--- src/rtl/id_ex_stage.sv ---
// ID/EX pipeline register with operand bypassing, load-use hazard detection
// and a saturating count of load-use stall bubbles.
module id_ex_stage (
  input  logic        clk,
  input  logic        reset,
  input  logic        id_valid,
  input  logic [2:0]  id_rs,
  input  logic [2:0]  id_rt,
  input  logic [2:0]  id_rd,
  input  logic [15:0] id_rs_data,
  input  logic [15:0] id_rt_data,
  input  logic [15:0] id_imm,
  input  logic        id_use_imm,
  input  logic [3:0]  id_shamt,
  input  logic [2:0]  id_alu_control,
  input  logic        id_reg_write,
  input  logic        id_mem_read,
  input  logic        id_mem_write,
  input  logic        flush,
  input  logic [15:0] ex_alu_result,
  input  logic        mem_reg_write,
  input  logic [2:0]  mem_rd,
  input  logic [15:0] mem_result,
  input  logic        wb_reg_write,
  input  logic [2:0]  wb_rd,
  input  logic [15:0] wb_result,
  output logic [15:0] ex_a,
  output logic [15:0] ex_b,
  output logic [3:0]  ex_shamt,
  output logic [2:0]  ex_alu_control,
  output logic        ex_valid,
  output logic [2:0]  ex_rd,
  output logic        ex_reg_write,
  output logic        ex_mem_read,
  output logic        ex_mem_write,
  output logic [15:0] ex_store_data,
  output logic        stall,
  output logic [15:0] stall_count
);

  logic        load_use;
  logic [15:0] fwd_rs;
  logic [15:0] fwd_rt;

  // A load in EX has no result yet, so it can never be an EX bypass source.
  function automatic logic [15:0] bypass(input logic [2:0] idx, input logic [15:0] reg_data);
    logic [15:0] result;
    result = reg_data;
    if (idx != 3'd0) begin
      if (ex_valid && ex_reg_write && !ex_mem_read && (ex_rd == idx))
        result = ex_alu_result;
      else if (mem_reg_write && (mem_rd == idx))
        result = mem_result;
      else if (wb_reg_write && (wb_rd == idx))
        result = wb_result;
    end
    return result;
  endfunction

  always_comb begin
    fwd_rs   = bypass(id_rs, id_rs_data);
    fwd_rt   = bypass(id_rt, id_rt_data);
    load_use = id_valid && ex_valid && ex_mem_read && (ex_rd != 3'd0) &&
               ((id_rs == ex_rd) || ((id_rt == ex_rd) && (!id_use_imm || id_mem_write)));
    stall    = load_use && !flush;
  end

  // Flush beats stall; both leave a bubble, only a stall is counted.
  always_ff @(posedge clk or posedge reset) begin
    if (reset) begin
      ex_a           <= '0;
      ex_b           <= '0;
      ex_shamt       <= '0;
      ex_alu_control <= '0;
      ex_valid       <= 1'b0;
      ex_rd          <= '0;
      ex_reg_write   <= 1'b0;
      ex_mem_read    <= 1'b0;
      ex_mem_write   <= 1'b0;
      ex_store_data  <= '0;
      stall_count    <= '0;
    end else if (flush || load_use) begin
      ex_a           <= '0;
      ex_b           <= '0;
      ex_shamt       <= '0;
      ex_alu_control <= 3'b000;
      ex_valid       <= 1'b0;
      ex_rd          <= '0;
      ex_reg_write   <= 1'b0;
      ex_mem_read    <= 1'b0;
      ex_mem_write   <= 1'b0;
      ex_store_data  <= '0;
      if (!flush && (stall_count != 16'hFFFF))
        stall_count <= stall_count + 16'd1;
    end else begin
      ex_a           <= fwd_rs;
      ex_b           <= id_use_imm ? id_imm : fwd_rt;
      ex_shamt       <= id_shamt;
      ex_alu_control <= id_alu_control;
      ex_valid       <= id_valid;
      ex_rd          <= id_rd;
      ex_reg_write   <= id_valid && id_reg_write;
      ex_mem_read    <= id_valid && id_mem_read;
      ex_mem_write   <= id_valid && id_mem_write;
      ex_store_data  <= fwd_rt;
    end
  end

endmodule

--- config.mk ---
export PLATFORM = sky130hd
export DESIGN_NAME = id_ex_stage
export DESIGN_NICKNAME = d
export VERILOG_FILES = /design/src/rtl/id_ex_stage.sv
export SDC_FILE = /design/constraint.sdc
export NUM_CORES = 1
export LEC_CHECK = 0
export BUFFER_PORTS_ARGS = -buffer_cell sky130_fd_sc_hd__buf_2
export CAP_MARGIN = 20
export CORE_UTILIZATION = 50
export DETAILED_ROUTE_END_ITERATION = 10
export PLACE_DENSITY = 0.84
export REMOVE_ABC_BUFFERS = 1
export SLEW_MARGIN = 5
export SYNTH_ARGS = -nofsm -noshare
export SYNTH_HDL_FRONTEND = slang
export SYNTH_SLANG_ARGS = --single-unit
--- constraint.sdc ---
create_clock -name clk -period 3.1 [get_ports clk]
set_input_delay 0 -clock clk [delete_from_list [all_inputs] [get_ports clk]]
set_output_delay 0 -clock clk [all_outputs]
set_load 0.02 [all_outputs]
; ---- Word level (Yosys, flattened, before mapping)
; Index checks and enable logic that the tools add are counted.
[totals]
input_bits = 128
reg_bits = 78
[op_classes]
reduce_logical = 28
eq_ne = 9
n_mux = 19
addsub = 1
[ops]
columns = op, n
row1 = $mux W16, 12
row2 = $eq A3 B3 Y1, 8
row3 = $logic_and A1 B1 Y1, 18
row4 = $add A16 B1 Y16 const B, 1
row5 = $ne A16 B16 Y1 const B, 1
row6 = $reduce_bool A3 Y1, 3
row7 = $mux W3, 2
row8 = $mux W1, 4
row9 = $mux W4, 1
row10 = $logic_not A1 Y1, 3
row11 = $logic_or A1 B1 Y1, 3
row12 = $reduce_and A2 Y1, 1

; ---- Longest topological paths before layout
; Gate-level depths: netlist of the first run.
[logic_depth]
depth_word = 8
depth_mapped = 7
ltp_nobuf = 5

; ---- Worst setup path before layout of the first run
; No wires, ideal clock.
[synth_timing]
kind = register to register
from = reg ex_rd[1]
to = reg stall_count[1]
t_arrival_ps = 1949
path_buffers = 1
path_stages_with_launch = 7
setup_time_ps = 128
synth_period_minus_slack_ps = 2076
path_slack_ps = 1024
cell_sequence = dfrtp_1 -> xor2_1 -> or4_4 -> a21oi_1 -> buf_4 -> nand2_1 -> mux2_1
[synth_via]
elab_chain_len = 6
word_cells_on_any_way = 9
classes_between = 2 x eq/ne / 7 x reduce/logical
[synth_rtl]
columns = item, line
row1 = "start, declared", 32  ; output logic [2:0] ex_rd,
row2 = "start signal, assigned", 101  ; ex_rd <= id_rd;
row3 = $eq A3 B3 Y1, 64  ; ((id_rs == ex_rd) || ((id_rt == ex_rd) && (!id_use_imm || id_mem_write)));
row4 = $logic_and A1 B1 Y1, 64
row5 = $logic_or A1 B1 Y1, 64
row6 = $logic_and A1 B1 Y1 *, 63  ; load_use = id_valid && ex_valid && ex_mem_read && (ex_rd != 3'd0) &&
row7 = $logic_or A1 B1 Y1 *, 82  ; end else if (flush || load_use) begin
row8 = $reduce_and A2 Y1 (no source line) *, -
row9 = "end signal, assigned", 94  ; stall_count <= stall_count + 16'd1;
row10 = "end, declared", 38  ; output logic [15:0] stall_count
; Every way passes the cells marked *; elsewhere a longest branch is shown, timed or not.
; A chain may end at the register's enable or synchronous reset.

; ---- Worst setup path after layout of the first run
[layout_timing]
from = reg ex_rd[2]
to = reg ex_a[2]
[layout_via]
elab_chain_len = 6
word_cells_on_any_way = 13
classes_between = 3 x eq/ne / 3 x mux / 7 x reduce/logical
[layout_rtl]
columns = item, line
row1 = $eq A3 B3 Y1, 64
row2 = $logic_and A1 B1 Y1, 64
row3 = $logic_or A1 B1 Y1, 64
row4 = $logic_and A1 B1 Y1, 63
row5 = $logic_or A1 B1 Y1, 82
row6 = $mux W16 *, 82
row7 = "end signal, assigned", 96  ; ex_a <= fwd_rs;
row8 = "end, declared", 27  ; output logic [15:0] ex_a,
; Marks and branches as above.

==> flow_summary.rst, run 1 <==
.. list-table::
   :header-rows: 1

   * - Metric
     - Value
   * - Global-route met1 utilization
     - 0.4226
   * - Overall die height
     - 95.62 um
   * - Number of vias after detailed routing
     - 5146
   * - Post-route insts no fill
     - 845
   * - Class of the tightest hold or removal check
     - in -> reg
   * - Leading cell types by total area after synthesis
     - dfrtp_1 45%, nand2_1 7.3%, a311oi_1 6.4%
   * - CTS tree
     - done
   * - Maximum fanout count along the critical path
     - 18
   * - Remaining max-slew budget at the tightest pin
     - 0.3323
   * - Number of global-route vias before repair
     - 5180
   * - CTS Buf Count
     - 9
   * - Critical path data required time
     - 3.39 ns
   * - Final critical-path share of the clock period
     - 0.9560
   * - Row count
     - 33
   * - Setup repair bufs after CTS
     - 0
   * - Post-detailed-route wirelength per cell
     - 19.16 um
   * - Yosys top cell by area
     - dfrtp_1
   * - Post-layout instance area
     - 0.006366 sq mm
   * - Placed Cells
     - 763
   * - Setup-failing EPs final
     - 0
   * - Leakage Power
     - 3.182 nW
   * - Final Hold Vio Count
     - 0
   * - Number of gates given a new drive strength after cts
     - 0
   * - Number of design-rule violations left by the first detailed-router iteration
     - 460
   * - Maximum count of clock buffers along a single path
     - 2
   * - Starting density of the core
     - 0.5254
   * - Largest net degree at the start of global routing
     - 63
   * - Startpoint types
     - flip-flop
   * - Footprint of the flip-flops and latches
     - 0.001952 sq mm
   * - Sequential cell area fraction in the yosys report
     - 0.4455
   * - Clock-pin slew on the worst setup and hold paths
     - 0.09 ns
   * - Proportion of layout cells with a drive suffix above 1
     - 0.3572
   * - Kind of end point of the critical path
     - flip-flop
   * - Period minus WS final
     - 2.964 ns
   * - Kind of cell adding the most delay to the critical path
     - compound AO/OA/AOI/OAI gates
   * - Per-cell via count in the routed design
     - 6.090
   * - Hold_buf cts
     - 62
   * - CP Class
     - reg -> reg
   * - Worst path max stage delay
     - 0.77 ns
   * - Power density relative to cell area
     - 396.5 mW/mm^2
   * - Top flip-flop cell by instance count after synthesis
     - dfrtp_1
   * - Count of filler cells inserted in the layout
     - 579
   * - Busiest grt layer
     - met2
   * - Worst Hold Slack
     - 0.02006 ns
   * - Gate count of the mapped netlist
     - 475
   * - Clock tree root driver cell
     - clkbuf_8
   * - Sink count of the clock tree
     - 78
   * - Buffers and inverters on the worst path
     - 2
   * - Post-placement cell area
     - 0.005503 sq mm
   * - Async set-or-reset flop fraction in the synthesized netlist
     - 1.000
   * - EDFF count, synth
     - 0
   * - DR pass1 iterations
     - 6
   * - Register bit total from synthesis
     - 78
   * - Total number of H-tree levels
     - 3
   * - Final HPWL from detailed placement
     - 10440 um
   * - Top cells by instance count after synthesis
     - 85 x nand2_1, 78 x dfrtp_1, 37 x nor2_1, 32 x a311oi_1, 25 x xnor2_1
   * - Weighted congestion reported at the end of routability-driven placement
     - 0.8854
   * - Reg-to-reg setup timing slack
     - 0.14 ns
   * - Count of final max-slew check failures
     - 0
   * - Congestion Overflow GR
     - 0
   * - Netlist cell types
     - 37
   * - Maximum VDD drop
     - 0.1989 mV
   * - Crit path cell chain
     - xor2_1 > nor3_2 > buf_4 > a21boi_2 > nand2_1 > a311oi_1 > dlygate4sd3_1
   * - Arr. time, crit path
     - 3.25 ns
   * - Final setup TNS
     - 0 ns
   * - Antenna violations before repair
     - 0
   * - Top-Level Pins
     - 207
   * - Number of maximum-capacitance violations
     - 0
   * - Post-Route WL
     - 16190 um
   * - Multi-input logic area
     - 0.002297 sq mm
   * - Worst slack at placement
     - 0.6847 ns
   * - Synthesis-to-layout area growth
     - 45.29%
   * - Global-route wire length before repair
     - 24450 um
   * - Input/output buffers
     - 206
   * - Layout Skew
     - 0.008156 ns
   * - RSZ-0062 raised after global routing
     - no
   * - Die Wd
     - 95.62 um
   * - Peak Freq
     - 337.4 MHz
   * - Top-count cell post-synth
     - nand2_1
   * - CP max-delay cell
     - a21boi_2
   * - Slack of the critical path
     - 0.1364 ns
   * - Slew at the pin closest to its max-slew limit
     - 0.9986 ns
   * - Area enclosed by the die boundary
     - 0.009142 sq mm
   * - Worst-Skew Late Latency
     - 0.35 ns
   * - Total track usage
     - 0.3574
   * - Met2 usage
     - 0.5929
   * - Syn Area/Cell
     - 9.225 sq um
   * - Floorplan Core Area
     - 0.008341 sq mm
   * - Count of synthesis-stage warnings from yosys
     - 0
   * - Detail Route Antenna Nets
     - 0
   * - Grt met3 use
     - 0.08134
   * - Number of nets in the layout
     - 863
   * - Fraction of synthesized cell area taken by the top area cell type
     - 0.4455
   * - Post-route DRC violation count
     - 0
   * - Post-synthesis instance area
     - 0.004382 sq mm
   * - Status
     - complete, no violations
[worst register-to-register path, stage by stage, from the launching register on]
cell and delay [ns]:
dfrtp_1 0.44, xor2_1 0.23, nor3_2 0.07, buf_4 0.22, a21boi_2 0.78, nand2_1 0.13
a311oi_1 0.40, dlygate4sd3_1 0.64
[per-layer routing]
metal	wire, um	vias to the layer above	part of all wire
met5	0	-	0
met4	753	0	0.047
met3	1648	94	0.10
met2	7884	406	0.49
met1	5905	2419	0.36
li1	-	2227	-
[final timing paths]
| kind | endpoint | cells after the start | startpoint |
|---|---|---|---|
| setup reg to reg | ex_a[2] | 7 | ex_rd[2] |
| max in group asynchronous | ex_b[5] | 4 | reset |
| setup / recovery | ex_a[2] | 7 | ex_rd[2] |
| min in group asynchronous | ex_alu_control[0] | 3 | reset |
| hold / removal | ex_b[3] | 3 | id_imm[3] |
| hold reg to reg | stall_count[9] | 1 | stall_count[9] |
[cells in the final DEF (no fill, tap or decap), types with 7 or more instances in the layout]
cell type        n
mux2_2          16
a31oi_1         17
nand2_1         85
xnor2_1         25
nand4_1         16
a311oi_1        32
and2_1          12
buf_2          206
dlygate4sd3_1   62
o311a_1         16
clkbuf_8         9
dfrtp_1         78
o21ai_0         16
buf_4           11
nand2b_1        16
o21a_1          16
and3_1           9
nand3_1         18
nor2_1          36
xor2_1           7
[state kept, by name, indices dropped and copies added (netlist names), 3 cells and up]
name and count:
ex_a 16, ex_alu_control 3, ex_b 16, ex_rd 3, ex_shamt 4, ex_store_data 16, stall_count 16
[through the flow]
| step | utilization | power (mW) |
|---|---|---|
| 2_1_floorplan | - | 1.412 |
| 3_3_place_gp | 0.6598 | 1.648 |
| 3_5_place_dp | 0.6598 | 1.665 |
| 4_1_cts | 0.7579 | 2.509 |
| 5_1_grt | 0.7630 | 2.631 |
| 6_report | 0.7633 | 2.524 |
[layout make-up]
class,count,area share
Tap cell,105,0.02064
Antenna cell,1,0.0003931
Multi-Input combinational cell,361,0.3608
Clock inverter,7,0.01160
Inverter,2,0.001376
Clock buffer,9,0.01946
Sequential cell,78,0.3066
Timing Repair Buffer,282,0.2791
[kinds of logic after synthesis]
logic type,synth area share
AO/OA/AOI/OAI,0.1799
XOR/XNOR,0.06396
adder cells (fa/ha/maj),0.002855
buffers and inverters,0.03427
flip-flops,0.4455
multiplexers,0.04597
AND/OR/NAND/NOR,0.2276
[report_power, final]
part	switching (mW)	internal, mW
sequential	0.0254	1.08
combinational	0.358	0.279
clock	0.409	0.375
(Power assumes the default switching activity.)
==> run 2: changes to the inputs <==
Settings changed: CORE_ASPECT_RATIO set to 0.8.
==> run 2 against run 1 <==
Routed wire length increased by 0.97%. Global-route usage decreased by 0.67 points. Clock skew increased by 0.0029 ns. Hold slack improved by 0.0034 ns. Worst setup slack improved by 0.16 ns. Sequential share of layout area decreased by 0.14 points. Final cell count increased by 0.59%. Non-clock buffer count decreased by 1. Clock power increased by 11%. Clock-buffer cell count increased by 2. Register-to-register slack improved by 0.16 ns. Highest routed layer unchanged.
==> flow_summary.rst, run 2 (synthesis gave the netlist of run 1 again) <==
.. list-table::
   :header-rows: 1

   * - Metric
     - Value
   * - Final HPWL from detailed placement
     - 10340 um (was 10440 um)
   * - Slew at the pin closest to its max-slew limit
     - 0.8406 ns (was 0.9986 ns)
   * - Number of nets in the layout
     - 862 (was 863)
   * - DR pass1 iterations
     - 6 (unchanged)
   * - Period minus WS final
     - 2.800 ns (was 2.964 ns)
   * - Final setup TNS
     - 0 ns (unchanged)
   * - Number of gates given a new drive strength after cts
     - 0 (unchanged)
   * - Die Wd
     - 106.7 um (was 95.62 um)
   * - Post-route DRC violation count
     - 0 (unchanged)
   * - Post-layout total power
     - 2.611 mW (was 2.524 mW)
   * - Starting density of the core
     - 0.5165 (was 0.5254)
   * - Leading cell type in the layout, fill and taps excluded
     - buf_2 (unchanged)
   * - Floorplan Core Area
     - 0.008483 sq mm (was 0.008341 sq mm)
   * - Post-detailed-route wirelength per cell
     - 19.23 um (was 19.16 um)
   * - Footprint of the flip-flops and latches
     - 0.001952 sq mm (unchanged)
   * - Number of vias after detailed routing
     - 5150 (was 5146)
   * - Clock-pin slew on the worst setup and hold paths
     - 0.09 ns (about the same)
   * - Proportion of layout cells with a drive suffix above 1
     - 0.3604 (was 0.3572)
   * - Kind of end point of the critical path
     - flip-flop (unchanged)
   * - Weighted congestion reported at the end of routability-driven placement
     - 0.8535 (was 0.8854)
   * - Leakage Power
     - 3.186 nW (was 3.182 nW)
   * - Final critical-path share of the clock period
     - 0.9031 (was 0.9560)
   * - Global-route wire length before repair
     - 24630 um (was 24450 um)
   * - Maximum count of clock buffers along a single path
     - 2 (unchanged)
   * - Per-cell via count in the routed design
     - 6.059 (was 6.090)
   * - Top-Level Pins
     - 207 (unchanged)
   * - Largest net degree at the start of global routing
     - 60 (was 63)
   * - Sink count of the clock tree
     - 78 (unchanged)
   * - Antenna violations before repair
     - 0 (unchanged)
   * - Post-Route WL
     - 16350 um (was 16190 um)
   * - Area enclosed by the die boundary
     - 0.009144 sq mm (was 0.009142 sq mm)
   * - Maximum VDD drop
     - 0.2369 mV (was 0.1989 mV)
   * - Number of maximum-capacitance violations
     - 0 (unchanged)
   * - Multi-input logic area
     - 0.002301 sq mm (was 0.002297 sq mm)
   * - Diode insertion count for antenna repair
     - 0 (was 1)
   * - Row count
     - 30 (was 33)
   * - Setup-failing EPs final
     - 0 (unchanged)
   * - CTS Buf Count
     - 9 (unchanged)
   * - Final Hold Vio Count
     - 0 (unchanged)
   * - Input/output buffers
     - 206 (unchanged)
   * - Critical path data required time
     - 3.32 ns (was 3.39 ns)
   * - Worst-Skew Late Latency
     - 0.35 ns (about the same)
   * - Arr. time, crit path
     - 3.02 ns (was 3.25 ns)
   * - Synthesis-to-layout area growth
     - 45.97% (was 45.29%)
   * - Count of filler cells inserted in the layout
     - 610 (was 579)
   * - Clock tree root driver cell
     - clkbuf_8 (unchanged)
   * - Power density relative to cell area
     - 408.2 mW/mm^2 (was 396.5 mW/mm^2)
   * - CP Class
     - reg -> reg (unchanged)
   * - Status
     - complete, no violations (unchanged)
   * - Total number of H-tree levels
     - 3 (unchanged)
   * - Layout Skew
     - 0.01101 ns (was 0.008156 ns)
   * - Startpoint types
     - flip-flop (unchanged)
   * - Overall die height
     - 85.73 um (was 95.62 um)
   * - Number of global-route vias before repair
     - 5164 (was 5180)
   * - RSZ-0062 raised after global routing
     - no (unchanged)
   * - Number of design-rule violations left by the first detailed-router iteration
     - 333 (was 460)
   * - CTS tree
     - done (unchanged)
   * - Highest-count cells in the layout ignoring fill and taps
     - 206 x buf_2, 85 x nand2_1, 78 x dfrtp_1, 59 x dlygate4sd3_1, 36 x nor2_1 (was 206 x buf_2, 85 x nand2_1, 78 x dfrtp_1, 62 x dlygate4sd3_1, 36 x nor2_1)
   * - Remaining max-slew budget at the tightest pin
     - 0.4396 (was 0.3323)
   * - Total track usage
     - 0.3507 (was 0.3574)
   * - Congestion Overflow GR
     - 0 (unchanged)
   * - Peak Freq
     - 357.2 MHz (was 337.4 MHz)
   * - Count of final max-slew check failures
     - 0 (unchanged)
   * - Detail Route Antenna Nets
     - 0 (unchanged)
   * - Class of the tightest hold or removal check
     - in -> reg (unchanged)
   * - Maximum fanout count along the critical path
     - 16 (was 18)
## run 2: changes by cell type in the layout (fill, tap and decap cells not counted), moves of 2 or more
cell	delta
clkinv_4	-2
dlygate4sd3_1	-3
clkinvlp_4	+2
buf_4	+2
clkinv_2	-2
## run 2: worst paths after layout
kind	startpoint	to	slack, ns	cells after the start
max	ex_rd[1]	ex_a[14]	0.30	7
min	id_imm[7]	ex_b[7]	0.02	3
max reg2reg	ex_rd[1]	ex_a[14]	0.30	7
min reg2reg	stall_count[9]	stall_count[9]	0.51	1
max in group asynchronous	reset	ex_store_data[2]	2.14	5
min in group asynchronous	reset	stall_count[14]	0.19	3
## run 2: final cells by class
type / instances / area share
multi-input combinational: 361 / 0.3597
sequential: 78 / 0.3052
timing repair buffer: 281 / 0.2768
clock buffer: 11 / 0.02210
tap: 112 / 0.02191
clock inverter: 5 / 0.01291
inverter: 2 / 0.001369
## run 2: report_power, final
group	switching [mW]	internal (mW)
registers	0.0227	1.08
clock network	0.393	0.476
logic	0.362	0.279
## run 2: worst max-delay path, cell delays in order (launching register included)
cell and delay (ns):
dfrtp_1 0.43, xor2_1 0.20, or4_4 0.56, a21oi_1 0.16
buf_4 0.19, or2_2 0.42, a311oi_1 0.11, dlygate4sd3_1 0.59
## run 2: stage by stage
step / area (sq um) / utilization / cells / hold slack (ns) / setup slack (ns)
2_1_floorplan: 4239 / - / 441 / 0.07811 / 0.3928
3_3_place_gp: 5550 / 0.6543 / 773 / 0.2051 / 0.9956
3_5_place_dp: 5550 / 0.6543 / 773 / 0.2097 / 0.9360
4_1_cts: 6365 / 0.7503 / 848 / 0.008691 / 0.3779
5_1_grt: 6396 / 0.7540 / 850 / 0.02448 / 0.1848
6_report: 6396 / 0.7540 / 850 / 0.02347 / 0.3003
## run 2: layer usage
layer  track usage  vias to the layer above  wire length (um)
met1        0.4039                     2441              6045
met5             0                        -                 0
met2        0.5988                      412              7949
li1              -                     2229                 -
met4        0.1843                        0               534
met3       0.09650                       68              1818
## run 2: what timing repair did
action | CTS | global route
hold endpoints to repair | 97 | 0
hold buffers | 59 | 0
setup buffers | 0 | 0
